File: src/rtl/pdp11_iopage_pkg.sv
// Shared types and constants for the I/O-page access controller.
package pdp11_iopage_pkg;

  typedef enum logic [2:0] {
    ST_IDLE,
    ST_ADDR,
    ST_ACCESS,
    ST_DONE,
    ST_NXM,
    ST_RELEASE
  } iopage_state_t;

  localparam logic [8:0]  IOPAGE_PREFIX = 9'o777;
  localparam logic [12:0] SR_ADDR       = 13'o17570;

endpackage

File: src/rtl/iopage_rdmux.sv
// Lowest-index priority select of device read data, plus an any-decode flag.
module iopage_rdmux #(
  parameter int N_DEV = 4
) (
  input  logic [N_DEV-1:0]    dev_decode_i,
  input  logic [16*N_DEV-1:0] dev_data_i,
  output logic [15:0]         rdata_o,
  output logic                any_hit_o
);

  // Walk from the top so the lowest decoding index is written last and wins.
  always_comb begin
    rdata_o = '0;
    for (int i = N_DEV - 1; i >= 0; i--) begin
      if (dev_decode_i[i]) rdata_o = dev_data_i[16*i +: 16];
    end
  end

  assign any_hit_o = |dev_decode_i;

endmodule

File: src/rtl/iopage_ctl.sv
// I/O-page access controller: decodes top-8KB accesses, strobes devices,
// collects decode/data and returns ack or NXM after a bounded wait.
module iopage_ctl
  import pdp11_iopage_pkg::*;
#(
  parameter int N_DEV   = 4,
  parameter int TIMEOUT = 15
) (
  input  logic                clk,
  input  logic                reset,
  input  logic [21:0]         bus_addr,
  input  logic                bus_rd,
  input  logic                bus_wr,
  input  logic                bus_byte_op,
  input  logic [15:0]         bus_data_in,
  output logic [15:0]         bus_data_out,
  output logic                bus_ack,
  output logic                bus_nxm,
  output logic                busy,
  output logic [12:0]         iopage_addr,
  output logic                iopage_rd,
  output logic                iopage_wr,
  output logic                iopage_byte_op,
  output logic [15:0]         iopage_data_out,
  input  logic [N_DEV-1:0]    dev_decode,
  input  logic [16*N_DEV-1:0] dev_data
);

  localparam logic [7:0] TIMEOUT_C = 8'(TIMEOUT);

  function automatic logic [7:0] sat_inc(input logic [7:0] v);
    return (v == 8'hFF) ? v : v + 8'd1;
  endfunction

  iopage_state_t state_q, state_d;
  logic [12:0] addr_q, addr_d;
  logic        byte_q, byte_d;
  logic        wdir_q, wdir_d;
  logic [15:0] wdata_q, wdata_d;
  logic [15:0] rdata_q, rdata_d;
  logic [7:0]  cnt_q, cnt_d;
  logic        ack_q, ack_d;
  logic        nxm_q, nxm_d;
  logic        rd_q, rd_d;
  logic        wr_q, wr_d;
  logic        busy_q, busy_d;

  logic [15:0] sel_data;
  logic        any_hit;
  logic        hit;

  iopage_rdmux #(.N_DEV(N_DEV)) u_rdmux (
    .dev_decode_i (dev_decode),
    .dev_data_i   (dev_data),
    .rdata_o      (sel_data),
    .any_hit_o    (any_hit)
  );

  assign hit = (bus_addr[21:13] == IOPAGE_PREFIX);

  always_comb begin
    state_d = state_q;
    addr_d  = addr_q;
    byte_d  = byte_q;
    wdir_d  = wdir_q;
    wdata_d = wdata_q;
    rdata_d = rdata_q;
    cnt_d   = cnt_q;
    unique case (state_q)
      ST_IDLE: begin
        if (hit && (bus_rd || bus_wr)) begin
          addr_d  = bus_addr[12:0];
          byte_d  = bus_byte_op;
          wdir_d  = !bus_rd;
          wdata_d = bus_byte_op ? {2{bus_data_in[7:0]}} : bus_data_in;
          state_d = ST_ADDR;
        end
      end
      ST_ADDR: begin
        cnt_d   = '0;
        state_d = ST_ACCESS;
      end
      ST_ACCESS: begin
        if (any_hit) begin
          if (!wdir_q) begin
            if (byte_q) rdata_d = {8'h00, addr_q[0] ? sel_data[15:8] : sel_data[7:0]};
            else        rdata_d = sel_data;
          end
          state_d = ST_DONE;
        end else begin
          cnt_d = sat_inc(cnt_q);
          // Clear read data on the way into NXM so the timeout cycle shows zero.
          if (cnt_d >= TIMEOUT_C) begin
            rdata_d = '0;
            state_d = ST_NXM;
          end
        end
      end
      ST_DONE:    state_d = ST_RELEASE;
      ST_NXM:     state_d = ST_RELEASE;
      ST_RELEASE: if (!bus_rd && !bus_wr) state_d = ST_IDLE;
      default:    state_d = ST_IDLE;
    endcase

    // Outputs are registered from the next state so they line up with it.
    ack_d  = (state_d == ST_DONE);
    nxm_d  = (state_d == ST_NXM);
    rd_d   = (state_d == ST_ACCESS) && !wdir_d;
    wr_d   = (state_d == ST_ACCESS) && wdir_d;
    busy_d = (state_d != ST_IDLE);
  end

  always_ff @(posedge clk or negedge reset) begin
    if (!reset) begin
      state_q <= ST_IDLE;
      addr_q  <= '0;
      byte_q  <= 1'b0;
      wdir_q  <= 1'b0;
      wdata_q <= '0;
      rdata_q <= '0;
      cnt_q   <= '0;
      ack_q   <= 1'b0;
      nxm_q   <= 1'b0;
      rd_q    <= 1'b0;
      wr_q    <= 1'b0;
      busy_q  <= 1'b0;
    end else begin
      state_q <= state_d;
      addr_q  <= addr_d;
      byte_q  <= byte_d;
      wdir_q  <= wdir_d;
      wdata_q <= wdata_d;
      rdata_q <= rdata_d;
      cnt_q   <= cnt_d;
      ack_q   <= ack_d;
      nxm_q   <= nxm_d;
      rd_q    <= rd_d;
      wr_q    <= wr_d;
      busy_q  <= busy_d;
    end
  end

  assign bus_data_out    = rdata_q;
  assign bus_ack         = ack_q;
  assign bus_nxm         = nxm_q;
  assign busy            = busy_q;
  assign iopage_addr     = addr_q;
  assign iopage_rd       = rd_q;
  assign iopage_wr       = wr_q;
  assign iopage_byte_op  = byte_q;
  assign iopage_data_out = wdata_q;

endmodule

File: config.mk
export PLATFORM = sky130hd
export DESIGN_NAME = iopage_ctl
export DESIGN_NICKNAME = d
export VERILOG_FILES = /design/src/rtl/pdp11_iopage_pkg.sv /design/src/rtl/iopage_rdmux.sv /design/src/rtl/iopage_ctl.sv
export SDC_FILE = /design/constraint.sdc
export NUM_CORES = 1
export LEC_CHECK = 0
export CAP_MARGIN = 25
export CELL_PAD_IN_SITES_DETAIL_PLACEMENT = 0
export CELL_PAD_IN_SITES_GLOBAL_PLACEMENT = 2
export CORE_ASPECT_RATIO = 2
export CORE_UTILIZATION = 24
export CTS_CLUSTER_DIAMETER = 200
export DETAILED_ROUTE_END_ITERATION = 8
export GPL_TIMING_DRIVEN = 0
export PLACE_DENSITY_LB_ADDON = 0.1
export SLEW_MARGIN = 20
export SYNTH_ARGS = -nofsm -noshare
export SYNTH_HDL_FRONTEND = slang
export SYNTH_HIERARCHICAL = 1
export SYNTH_SLANG_ARGS = --single-unit
File: constraint.sdc
create_clock -name clk -period 2.6 [get_ports clk]
set_clock_uncertainty 0.05 [all_clocks]
set_input_delay 0.52 -clock clk [delete_from_list [all_inputs] [get_ports clk]]
set_output_delay 0.52 -clock clk [all_outputs]
set_load 0.1 [all_outputs]
Word level (Yosys, flattened, before mapping). Index checks and enable logic that the tools add are counted.

Register bits: 63. Input bits: 111. Output and inout port bits: 51. Word-level logic and storage cells: 63.

Add/subtract/negate cells: 1. Magnitude comparators: 1. Equality and inequality tests: 12. Multiplexer cells: 20. Reduce and logical (&&, ||, !) cells: 17.

Operators with widths (number): 16-bit 2-to-1 mux (9); 8-bit 2-to-1 mux (3); 8-bit case mux with 2 select lines (1); 3-bit case mux with 5 select lines (1); 3-bit by 2-bit == test with 1-bit output, second input constant (4); 3-bit 2-to-1 mux (4); 3-bit == test, second input constant (3); 9-bit == test, second input constant (1); 8-bit by 1-bit adder with 8-bit output, second input constant (1); 8-bit == test, second input constant (1); 8-bit by 4-bit >= comparator with 1-bit output, second input constant (1); 1-bit logical AND (4); 2-bit inequality test, second input constant (2); 2-bit AND reduction (2); 2-bit nonzero test (2); 4-bit OR reduction (1); 3-bit by 1-bit == test with 1-bit output, second input constant (1); 1-bit logical NOT (3); 3-bit logical NOT (1); 3-bit AND reduction (1); 3-bit nonzero test (1); 1-bit 2-to-1 mux (2); 2-bit OR reduction (1); 1-bit logical OR (1).

Longest topological paths before layout. Gate-level depths: netlist of run 1.

Depth in word-level cells: 8. Gate-level depth with buffers: 9. Mapped depth without buffers: 7.

Hierarchy. The synthesis of run 1 kept the hierarchy.

Modules (own cells, without submodules): iopage_ctl (instances 1, cells an instance 244, area each 2786.4 um^2, seq. area each 1576.5 um^2); iopage_rdmux (instances 1, cells an instance 63, area each 525.5 um^2, seq. area each 0.0 um^2).

Worst setup path before layout of run 1. Ideal clock, no wire load.

Kind: input to register. From: input port dev_decode[1]. To: register rdata_q[7] (netlist: bus_data_out[7]). Arrival: 2.025 ns. Required time: 2.415 ns. Setup slack: 0.390 ns. Stages: 7. Path buffers: 2. Cell sequence: nor2_2 -> buf_6 -> nand2_1 -> or3_1 -> a21oi_2 -> buf_4 -> o22ai_1.

Elaborated cells on any way between the ends: 10.

RTL lines: from (decl) (line iopage_ctl.sv:25) `input logic [N_DEV-1:0] dev_decode,`; 4-bit OR reduction (*) (line iopage_rdmux.sv:19) `assign any_hit_o = |dev_decode_i;`; net any_hit (line iopage_ctl.sv:49) `logic any_hit;`; 2-bit inequality test (no line) or 2-bit nonzero test (tied branches); 3-bit AND reduction (no line); to (signal assigned) (line iopage_ctl.sv:133) `rdata_q <= rdata_d;`; to (decl) (line iopage_ctl.sv:40) `logic [15:0] rdata_q, rdata_d;`.

Mark *: on every way through the listed nets, which the timed path passes. The rest lies on a longest branch. The select of a mux whose other input is x is not followed. A chain may end at the register's enable or synchronous reset.

Worst setup path in the final report of run 1.
From: register byte_q (netlist: iopage_byte_op). To: output port iopage_byte_op.

RTL lines: from (decl) (line iopage_ctl.sv:37) `logic byte_q, byte_d;`; from (signal assigned) (line iopage_ctl.sv:130) `byte_q <= byte_d;`; to (decl) (line iopage_ctl.sv:23) `output logic iopage_byte_op,`.

No word-level cell between the ends.

==> results of run 1 <==
==> cell usage after synthesis, types with 7 or more instances <==
master    count  share of area, %
o21ai_0      10               1.5
mux2i_1      16               4.8
mux2_2       22               7.5
a22oi_1      12               2.7
a22oi_2      10               3.8
o22ai_1      23               4.3
nand2_1      26               2.9
a21oi_1      15               2.3
nor2_1       19               2.2
dfrtp_1      63                48
a21oi_2      11               2.9
clkbuf_1      8              0.91
a31oi_1       7               1.3
==> repair_timing <==
action,4_1_cts,5_1_grt
setup buffers,2,4
resized for setup,5,7
pin swaps,0,2
hold buffers,1,0
endpoints found under the hold margin,4,0
endpoints found under the setup margin,25,23
==> state kept, by name (all words and copies together), names as in the netlist <==
name             cells
iopage_wr            1
bus_data_out        16
iopage_byte_op       1
bus_ack              1
cnt_q                8
busy                 1
state_q              3
wdir_q               1
iopage_addr         13
iopage_data_out     16
iopage_rd            1
bus_nxm              1
==> worst register-to-register path, cell delays in order, from the launching register on <==
cell and delay (ns):
dfrtp_1 0.39, ha_1 0.29, and4_1 0.22, clkbuf_1 0.23, a21oi_1 0.14, nor2_1 0.19, a21oi_4 0.10, buf_4 0.17
a311o_1 0.31
==> worst min-delay path by stage <==
stage / to / from / cells after the start / slack [ns]
after floorplan: bus_ack$_DFF_PN0_ / reset / 0 / 0.17
after global placement: iopage_data_out[11]$_DFFE_PN0P_ / iopage_data_out[11]$_DFFE_PN0P_ / 2 / 0.41
after detailed placement: iopage_addr[10]$_DFFE_PN0P_ / reset / 1 / 0.35
after CTS: iopage_data_out[13]$_DFFE_PN0P_ / iopage_data_out[13]$_DFFE_PN0P_ / 2 / 0.43
after global routing: iopage_data_out[8]$_DFFE_PN0P_ / iopage_data_out[8]$_DFFE_PN0P_ / 2 / 0.47
final: iopage_data_out[13]$_DFFE_PN0P_ / iopage_data_out[13]$_DFFE_PN0P_ / 2 / 0.43
==> final cells by class <==
| class | instances | area [sq um] |
|---|---|---|
| clock inverter | 4 | 22.5 |
| buffer | 20 | 146 |
| clock buffer | 11 | 243 |
| multi-input combinational | 219 | 1610 |
| fill | 1330 | 7950 |
| tap | 155 | 194 |
| sequential | 63 | 1580 |
| inverter | 5 | 18.8 |
| timing repair buffer | 168 | 1680 |
==> layer usage <==
| metal | vias to the layer above | global-route usage [%] | share of wire (%) |
|---|---|---|---|
| met5 | - | 0 | 0 |
| met4 | 0 | 6.93 | 3.2 |
| li1 | 1508 | - | - |
| met3 | 15 | 3.53 | 6.2 |
| met1 | 1442 | 15.1 | 35 |
| met2 | 118 | 31.5 | 56 |
==> power by group through the flow <==
| stage | registers, mW | clock network [mW] | logic [mW] |
|---|---|---|---|
| global placement | 1.13 | 0 | 0.928 |
| CTS | 1.12 | 1.11 | 0.944 |
| detailed placement | 1.13 | 0 | 0.935 |
| finish | 1.12 | 1.07 | 0.939 |
| floorplan | 1.41 | 0 | 0.265 |
| global route | 1.13 | 1.15 | 1.00 |
==> cells in the final DEF (no fill, tap or decap), types with 2 or more instances in the layout <==
cell and n:
nor2_1 17, o31ai_1 2, nand4_1 4, nor3_1 3, inv_1 3, o21ai_0 10
buf_4 9, nor2_4 3, a21oi_2 10, clkbuf_1 6, clkdlybuf4s50_1 159, a22oi_2 10
nand2_1 26, dfrtp_1 63, nand3_1 6, a31oi_1 7, nand2b_1 2, o22ai_1 23
buf_6 3, buf_12 2, and3_1 4, a21oi_1 15, buf_2 4, nand3b_1 2
inv_2 2, clkbuf_16 9, clkinv_2 3, mux2_2 22, or4_1 2, clkbuf_2 3
mux2i_1 16, a22oi_1 12
==> cells by family after synthesis <==
kind of cell / Yosys count / synth area share [%]
flops: 63 / 47.6
xor+xnor: 2 / 0.529
mux: 39 / 13.0
buf+inv: 25 / 4.87
simple gates: 79 / 12.3
compound gates: 98 / 21.3
fa+ha+maj: 1 / 0.378
==> metrics by stage <==
step | total power [mW] | worst slack (ns)
6_report | 3.13 | 0.113
5_1_grt | 3.28 | 0.0212
4_1_cts | 3.17 | 0.0218
3_3_place_gp | 2.06 | -1.31
2_1_floorplan | 1.67 | 0.390
3_5_place_dp | 2.07 | -0.685
==> results_dict.tcl, run 1 <==
set metrics [dict create \
    cts_buffers 9 \
    setup.worst_path.start "iopage_byte_op$_DFFE_PN0P_" \
    fin_util_pct 40.8 \
    die_w_um 85.1 \
    antenna_found_initial 0 \
    drt_pass1_iterations 4 \
    clock_sinks 63 \
    crit_family "buffers and inverters" \
    core_area_sq_mm 0.0134 \
    min_path_type "reg -> reg" \
    p_leak_nw 2.36 \
    synth_edf_count 0 \
    grt_pass1_vias 3200 \
    critPathArrivalTime_ns 1.92 \
    drc 0 \
    cts_tree "done" \
    fmax_ghz 0.402 \
    start_util_pct 24.6 \
    path_max_fanout 4 \
    criticalPathCategory "reg -> out" \
    clk_pin_slew_ns 0.05 \
    drt-total-wl_um 11400 \
    syn-cell-area_sq_mm 0.00331 \
    grt_pass1_wl_um 17100 \
    dieHeight_um 168 \
    worst_path_max_delay_cell "clkdlybuf4s50_1" \
    reg2reg_depth 8 \
    switching_share_pct 33.9 \
    fin_setup_tns_ns 0 \
    grt_max_degree 50 \
    portBuffers 160 \
    rr_endpoint "state_q[2]$_DFF_PN0_" \
    seq_area_frac_synth_pct 47.6 \
    drtIter0Drc 56 \
    cts_buffer_depth 2 \
    seqPwrFrac_pct 35.7 \
    final_hold_viol_count 0 \
    status "finished clean" \
    hold_slack_ns 0.429 \
    die-area_sq_mm 0.0143 \
    maxCapViolations 0 \
    pwr-share-comb_pct 30.0 \
    synth_cells 307 \
    drive_gt1_share_pct 18.2 \
    dp.cells 623 \
    grt_usage_pct 15.9 \
    ys_types 50 \
    finalCriticalPeriod_ns 2.49 \
    power_switching_mw 1.06 \
    slew_headroom_pct 29.5 \
    worstSetupStartpointType "register" \
    max_slew.worst_pin.slew_ns 1.05 \
    peakVddDrop_v 0.000429 \
    final_max_slew_viol_count 0 \
    path_buf_inv 1 \
    post-dp-hpwl_um 9080 \
    p_clk_share_pct 34.2 \
    r2r-start "cnt_q[0]$_DFFE_PN0P_" \
    critPathMaxStageDelay_ns 1.18 \
    ant_nets 0 \
    async_flop_share_pct 100 \
    finalSetupViolCount 0 \
    critPathCaptureType "primary output" \
    ys_seq_elements 63 \
    ys_warn_count 6 \
    synth_ff_type "dfrtp_1" \
    final_cell_area_sq_mm 0.00549 \
    cp-endpoint "iopage_byte_op" \
    synth_fp_nets 419 \
    htree_levels 3 \
    clock_latency_ns 0.32 \
    path_depth 1 \
    rsz0062_at_grt "false" \
    p_int_mw 2.07 \
    root_buffer "clkbuf_16" \
    regToRegSetupSlack_ns 0.41 \
    overflow 0 \
    antennaDiodeCount 0 \
    gp_congestion 0.774 \
    area_growth_pct 65.7 \
    cellPowerDensity_mw_per_mm2 570 \
    placementRows 60 \
    vias 3083 \
    placed_area_sq_mm 0.00513 \
    syn_avg_cell_area_sq_um 10.8 \
    nets 598 \
    instances_no_fill 645 \
    io_pins 162 \
    worstPathCellList "clkdlybuf4s50_1" \
    period_share_pct 95.6 \
    crit_required_ns 2.03 \
    viasPerCell 4.78 \
    routedWlPerCell_um 17.7 \
]
Note: power is estimated with default switching activity, not from simulation.
==> inputs of run 2 (changes only) <==
Settings changed: CTS_CLUSTER_SIZE from default to 16, MAX_ROUTING_LAYER from default to met4, SYNTH_HIERARCHICAL 1 to default.
==> run 2 against run 1 <==
Non-clock buffer count down 7. First-iteration DRC count is 86% higher. Synthesized cell count is 1.6% higher. Critical path depth did not move. Count of clock-buffer cells in the layout down 1. Via count is 2.4% higher. Sequential share of layout area decreased by 0.38 points. Synthesized area increased by 1.6%. Clock power up 17%. Global-route usage rose by 2.4 points. Critical path type unchanged. Largest power group is now combinational logic. Highest routed layer unchanged.
==> results_dict.tcl, run 2 <==
set metrics [dict create \
    cts_buffer_depth 2 \
    die-area_sq_mm 0.0145 \
    clock_sinks 63 \
    antenna_found_initial 0 \
    path_depth 1 \
    pre_cts_ws_ns -0.746 \
    seq_area_frac_synth_pct 46.9 \
    critPathArrivalTime_ns 1.95 \
    synth_edf_count 0 \
    ant_nets 0 \
    cellPowerDensity_mw_per_mm2 826 \
    yosys.area.top_type "dfrtp_1" \
    final_cell_area_sq_mm 0.00556 \
    status "finished clean" \
    maxCapViolations 0 \
    period_share_pct 97.1 \
    area_growth_pct 65.3 \
    finalCriticalPeriod_ns 2.52 \
    viasPerCell 4.68 \
    grt_usage_pct 18.3 \
    portBuffers 159 \
    crit_required_ns 2.03 \
    overflow 0 \
    r2r-start "cnt_q[0]$_DFFE_PN0P_" \
    start_util_pct 24.8 \
    fmax_ghz 0.396 \
    die_w_um 85.7 \
    crit_family "buffers and inverters" \
    grt_pass1_wl_um 19100 \
    final_cell_mix "clkdlybuf4s50_1 (158), dfrtp_1 (63), a21oi_1 (25), nor2_1 (23), mux2_4 (20)" \
    critPathCaptureType "primary output" \
    ys_warn_count 0 \
    synth_fp_nets 424 \
    drtIter0Drc 104 \
    clk_pin_slew_ns 0.06 \
    final_hold_viol_count 0 \
    async_flop_share_pct 100 \
    min_path_type "reg -> reg" \
    worstPathCellList "clkdlybuf4s50_1" \
    hp-start "iopage_data_out[2]$_DFFE_PN0P_" \
    criticalPathCategory "reg -> out" \
    dp.cells 658 \
    yosysTopAreaCellShare_pct 46.9 \
    path_buf_inv 1 \
    synth_ff_type "dfrtp_1" \
    peakVddDrop_v 0.000440 \
    netlist_top_cells_count "dfrtp_1 (63), a21oi_1 (25), nor2_1 (23)" \
    ys_types 50 \
    dieHeight_um 169 \
    p_leak_nw 2.31 \
    clock_latency_ns 0.33 \
    nets 596 \
    yosysMostFrequentCell "dfrtp_1" \
    setup.worst_path.start "iopage_byte_op$_DFFE_PN0P_" \
    worstSetupStartpointType "register" \
    antennaDiodeCount 0 \
    placed_area_sq_mm 0.00521 \
    critPathMaxStageDelay_ns 1.18 \
    final_common_cell "clkdlybuf4s50_1" \
    power_mw 4.59 \
    syn_avg_cell_area_sq_um 10.8 \
    max_slew.worst_pin.slew_ns 1.03 \
    drt-total-wl_um 12400 \
    io_pins 162 \
    path_max_fanout 4 \
    drive_gt1_share_pct 12.5 \
    reg2reg_depth 7 \
    finalSetupViolCount 0 \
    regToRegSetupSlack_ns 0.24 \
    rsz0062_at_grt "true" \
    root_buffer "clkbuf_16" \
    setup_ws_ns 0.0760 \
    synth_cells 312 \
    post-dp-hpwl_um 9710 \
    instances_no_fill 675 \
    core_area_sq_mm 0.0136 \
    vias 3158 \
    syn-cell-area_sq_mm 0.00336 \
    drc 0 \
    grt_pass1_vias 3342 \
    cts_buffers 9 \
    synth.top_cells.by_area "dfrtp_1 (47%), mux2_4 (8.9%), mux2i_1 (5.4%)" \
    ys_seq_elements 63 \
    final_max_slew_viol_count 0 \
    placementRows 60 \
    slew_headroom_pct 31.2 \
    routedWlPerCell_um 18.4 \
    holdPathStages 1 \
    drt_pass1_iterations 4 \
    cts_tree "done" \
    gp_congestion 0.772 \
    cts_setup_buffers 0 \
    grt_max_degree 53 \
    worst_path_max_delay_cell "clkdlybuf4s50_1" \
    htree_levels 3 \
]
run 2: cells by family (layout without fill, tap and decap cells):
| family | count (synthesis) | in the layout | share of synthesized area, % |
|---|---|---|---|
| compound gates | 95 | 95 | 19.5 |
| buf+inv | 31 | 208 | 5.02 |
| flops | 63 | 63 | 46.9 |
| mux | 40 | 40 | 14.9 |
| fa+ha+maj | 1 | 1 | 0.372 |
| simple gates | 82 | 82 | 13.3 |
run 2: metrics by stage:
stage	utilization [%]	hold WS, ns	TNS [ns]
floorplan	-	0.174	0
CTS	40.9	0.448	0
global placement	38.2	0.425	-90.45
global route	40.9	0.470	-0.0476
detailed placement	38.4	0.343	-5.09
finish	40.9	0.443	0
run 2: cell type report:
type	instances	area (sq um)
inverter	11	41.3
sequential	63	1580
buffer	20	129
fill	1375	8030
multi-input combinational	218	1650
tap	186	233
timing repair buffer	161	1630
clock buffer	10	239
clock inverter	6	70.1
run 2: power breakdown:
group	internal (mW)	total [mW]	switching, mW
combinational	0.616	2.08	1.46
sequential	1.15	1.26	0.110
clock	0.771	1.25	0.480
total	2.54	4.59	2.05
run 2: what timing repair did:
action,CTS,global route
setup endpoints to repair,6,5
hold endpoints to repair,11,0
pin swaps,0,0
hold buffers,1,0
resized for setup,9,3
run 2: final timing paths:
path	endpoint
min in group asynchronous	cnt_q[5]$_DFFE_PN0P_
setup / recovery	iopage_byte_op
hold / removal	iopage_data_out[2]$_DFFE_PN0P_
hold reg to reg	iopage_data_out[2]$_DFFE_PN0P_
setup reg to reg	bus_data_out[2]$_DFFE_PN0P_
max in group asynchronous	iopage_data_out[0]$_DFFE_PN0P_
run 2: layer usage:
| metal | share of wire (%) | global-route usage (%) | up-vias |
|---|---|---|---|
| li1 | - | - | 1508 |
| met1 | 34 | 17.6 | 1516 |
| met2 | 58 | 34.7 | 117 |
| met3 | 4.3 | 3.26 | 17 |
| met4 | 3.2 | 7.90 | 0 |
| met5 | 0 | - | - |
==> inputs of run 3 (changes only) <==
Settings changed: CORE_UTILIZATION 24 to 25, CTS_BUF_LIST from default to sky130_fd_sc_hd__clkbuf_2.
==> run 3 against run 2 <==
The flow now finishes with violations (DRC, setup timing). Largest cell class unchanged. Non-clock buffer count unchanged. Sequential power about the same. Critical path type is now in -> reg. Critical path depth up 7. Via count about the same.
==> results_dict.tcl, run 3 (same netlist as run 2, synthesis figures left out) <==
set metrics [dict create \
    status "finished, violations left" \
    violations "DRC, setup timing" \
    io_pins 162 \
    p_leak_nw 2.43 \
    seq_area_sq_mm 0.00158 \
    die-area_sq_mm 0.0140 \
    cts_buffers 9 \
    power_mw 3.99 \
    die_w_um 84.0 \
    fmax_ghz 0.378 \
    drive_gt1_share_pct 11.5 \
    final_common_cell "clkdlybuf4s50_1" \
    vias 3156 \
    area_growth_pct 56.3 \
    grt_pass1_wl_um 18700 \
    gp_congestion 0.746 \
    start_util_pct 25.7 \
    dieHeight_um 166 \
    criticalPathCategory "in -> reg" \
    overflow 0 \
    drt-total-wl_um 12000 \
    finalSetupViolCount 1 \
    worstSetupStartpointType "input port" \
    finalCriticalPeriod_ns 2.64 \
    p_clk_share_pct 19.2 \
    multi_input_area_sq_mm 0.00162 \
    r2r-start "cnt_q[0]$_DFFE_PN0P_" \
    pwr-share-comb_pct 49.4 \
    max_slew.worst_pin.slew_ns 1.02 \
    drtIter0Drc 96 \
    power_switching_mw 2.00 \
    grt_pass1_vias 3325 \
    drc 34 \
    antenna_found_initial 1 \
    min_path_type "in -> reg" \
    placed_area_sq_mm 0.00516 \
    placementRows 59 \
    clock_latency_ns 0.48 \
    cts_setup_buffers 0 \
    path_max_fanout 10 \
    final_cell_area_sq_mm 0.00526 \
    grt_usage_pct 18.3 \
    period_share_pct 102 \
    post-dp-hpwl_um 9380 \
    hp-start "dev_decode[2]" \
    fin_setup_tns_ns -0.0429 \
    core_area_sq_mm 0.0131 \
    ant_nets 0 \
    final_max_slew_viol_count 0 \
    htree_levels 3 \
    seqPwrFrac_pct 31.4 \
    nets 596 \
    switching_share_pct 50.2 \
    final_hold_viol_count 0 \
    drt_pass1_iterations 6 \
    grt_max_degree 43 \
    fill_cells 1316 \
    clk_pin_slew_ns 0.26 \
    pre_cts_ws_ns -0.712 \
    viasPerCell 4.92 \
    cts_buffer_depth 2 \
    slew_headroom_pct 32.1 \
    portBuffers 159 \
    crit_required_ns 3.03 \
    final_cell_mix "clkdlybuf4s50_1 (107), dfrtp_1 (63), dlygate4sd2_1 (51), a21oi_1 (25), nor2_1 (23)" \
    p_int_mw 1.99 \
    cts_tree "done" \
    setup.worst_path.start "dev_decode[3]" \
    cellPowerDensity_mw_per_mm2 759 \
    peakVddDrop_v 0.000338 \
    setup_ws_ns -0.0429 \
    clock_sinks 63 \
    rsz0062_at_grt "false" \
    root_buffer "clkbuf_2" \
    maxCapViolations 0 \
    critPathArrivalTime_ns 3.07 \
    routedWlPerCell_um 18.7 \
    critPathCaptureType "register" \
]
## run 3: cell count changes in the layout (fill, tap and decap cells not counted), moves of 2 or more
cell	delta
o311ai_2	-3
clkbuf_16	-9
o311ai_0	+3
clkinv_4	-2
clkinvlp_4	-2
dlygate4sd2_1	+51
clkbuf_2	+8
inv_6	+4
clkdlybuf4s50_1	-51
## run 3: power groups by stage
stage | combinational [mW] | sequential [mW] | clock [mW]
global placement | 2.08 | 1.28 | 0
finish | 1.97 | 1.25 | 0.768
global route | 2.06 | 1.28 | 0.847
detailed placement | 2.09 | 1.28 | 0
CTS | 1.99 | 1.26 | 0.803
floorplan | 0.393 | 2.33 | 0
## run 3: what timing repair did
item / in CTS / in global routing
hold buffers: 1 / 0
gates resized for setup: 54 / 0
endpoints found under the setup margin: 54 / 0
endpoints found under the hold margin: 21 / 0
## run 3: metal layers
metal	global-route usage, %	share of wire [%]	vias to the layer above
met4	7.35	2.7	0
met5	-	0	-
li1	-	-	1507
met1	17.1	34	1514
met2	35.2	58	123
met3	3.73	5.2	12
## run 3: cell type report
class,count,share of cell area [%]
timing repair buffer,161,29.6
clock inverter,7,1.95
inverter,11,0.785
sequential,63,30.0
antenna,1,0.0476
multi-input combinational,218,30.8
clock buffer,9,0.856
buffer,20,2.43
tap,152,3.62
## run 3: final timing paths
path | to | slack, ns | depth (start not counted)
worst max-delay path | bus_data_out[7]$_DFFE_PN0P_ | -0.04 | 8
worst min-delay path | bus_ack$_DFF_PN0_ | 0.34 | 3
worst max register to register | bus_data_out[3]$_DFFE_PN0P_ | 0.26 | 7
worst min register to register | iopage_data_out[3]$_DFFE_PN0P_ | 0.46 | 1
max in group asynchronous | bus_data_out[3]$_DFFE_PN0P_ | 1.58 | 3
min in group asynchronous | iopage_data_out[15]$_DFFE_PN0P_ | 0.37 | 2
## run 3: critical path, cell delays in order
cell and delay (ns):
clkdlybuf4s50_1 0.50, nor2b_1 0.13, clkbuf_1 0.26, buf_2 0.29, a221oi_1 0.10, o311ai_0 0.80
o21ai_0 0.28, mux2i_1 0.18
## run 3: per-stage QoR
step / util [%] / hold slack [ns] / std cells
2_1_floorplan: - / 0.174 / 312
3_3_place_gp: 39.4 / 0.418 / 623
3_5_place_dp: 39.5 / 0.406 / 624
4_1_cts: 40.2 / 0.285 / 641
5_1_grt: 40.3 / 0.309 / 642
6_report: 40.3 / 0.342 / 642
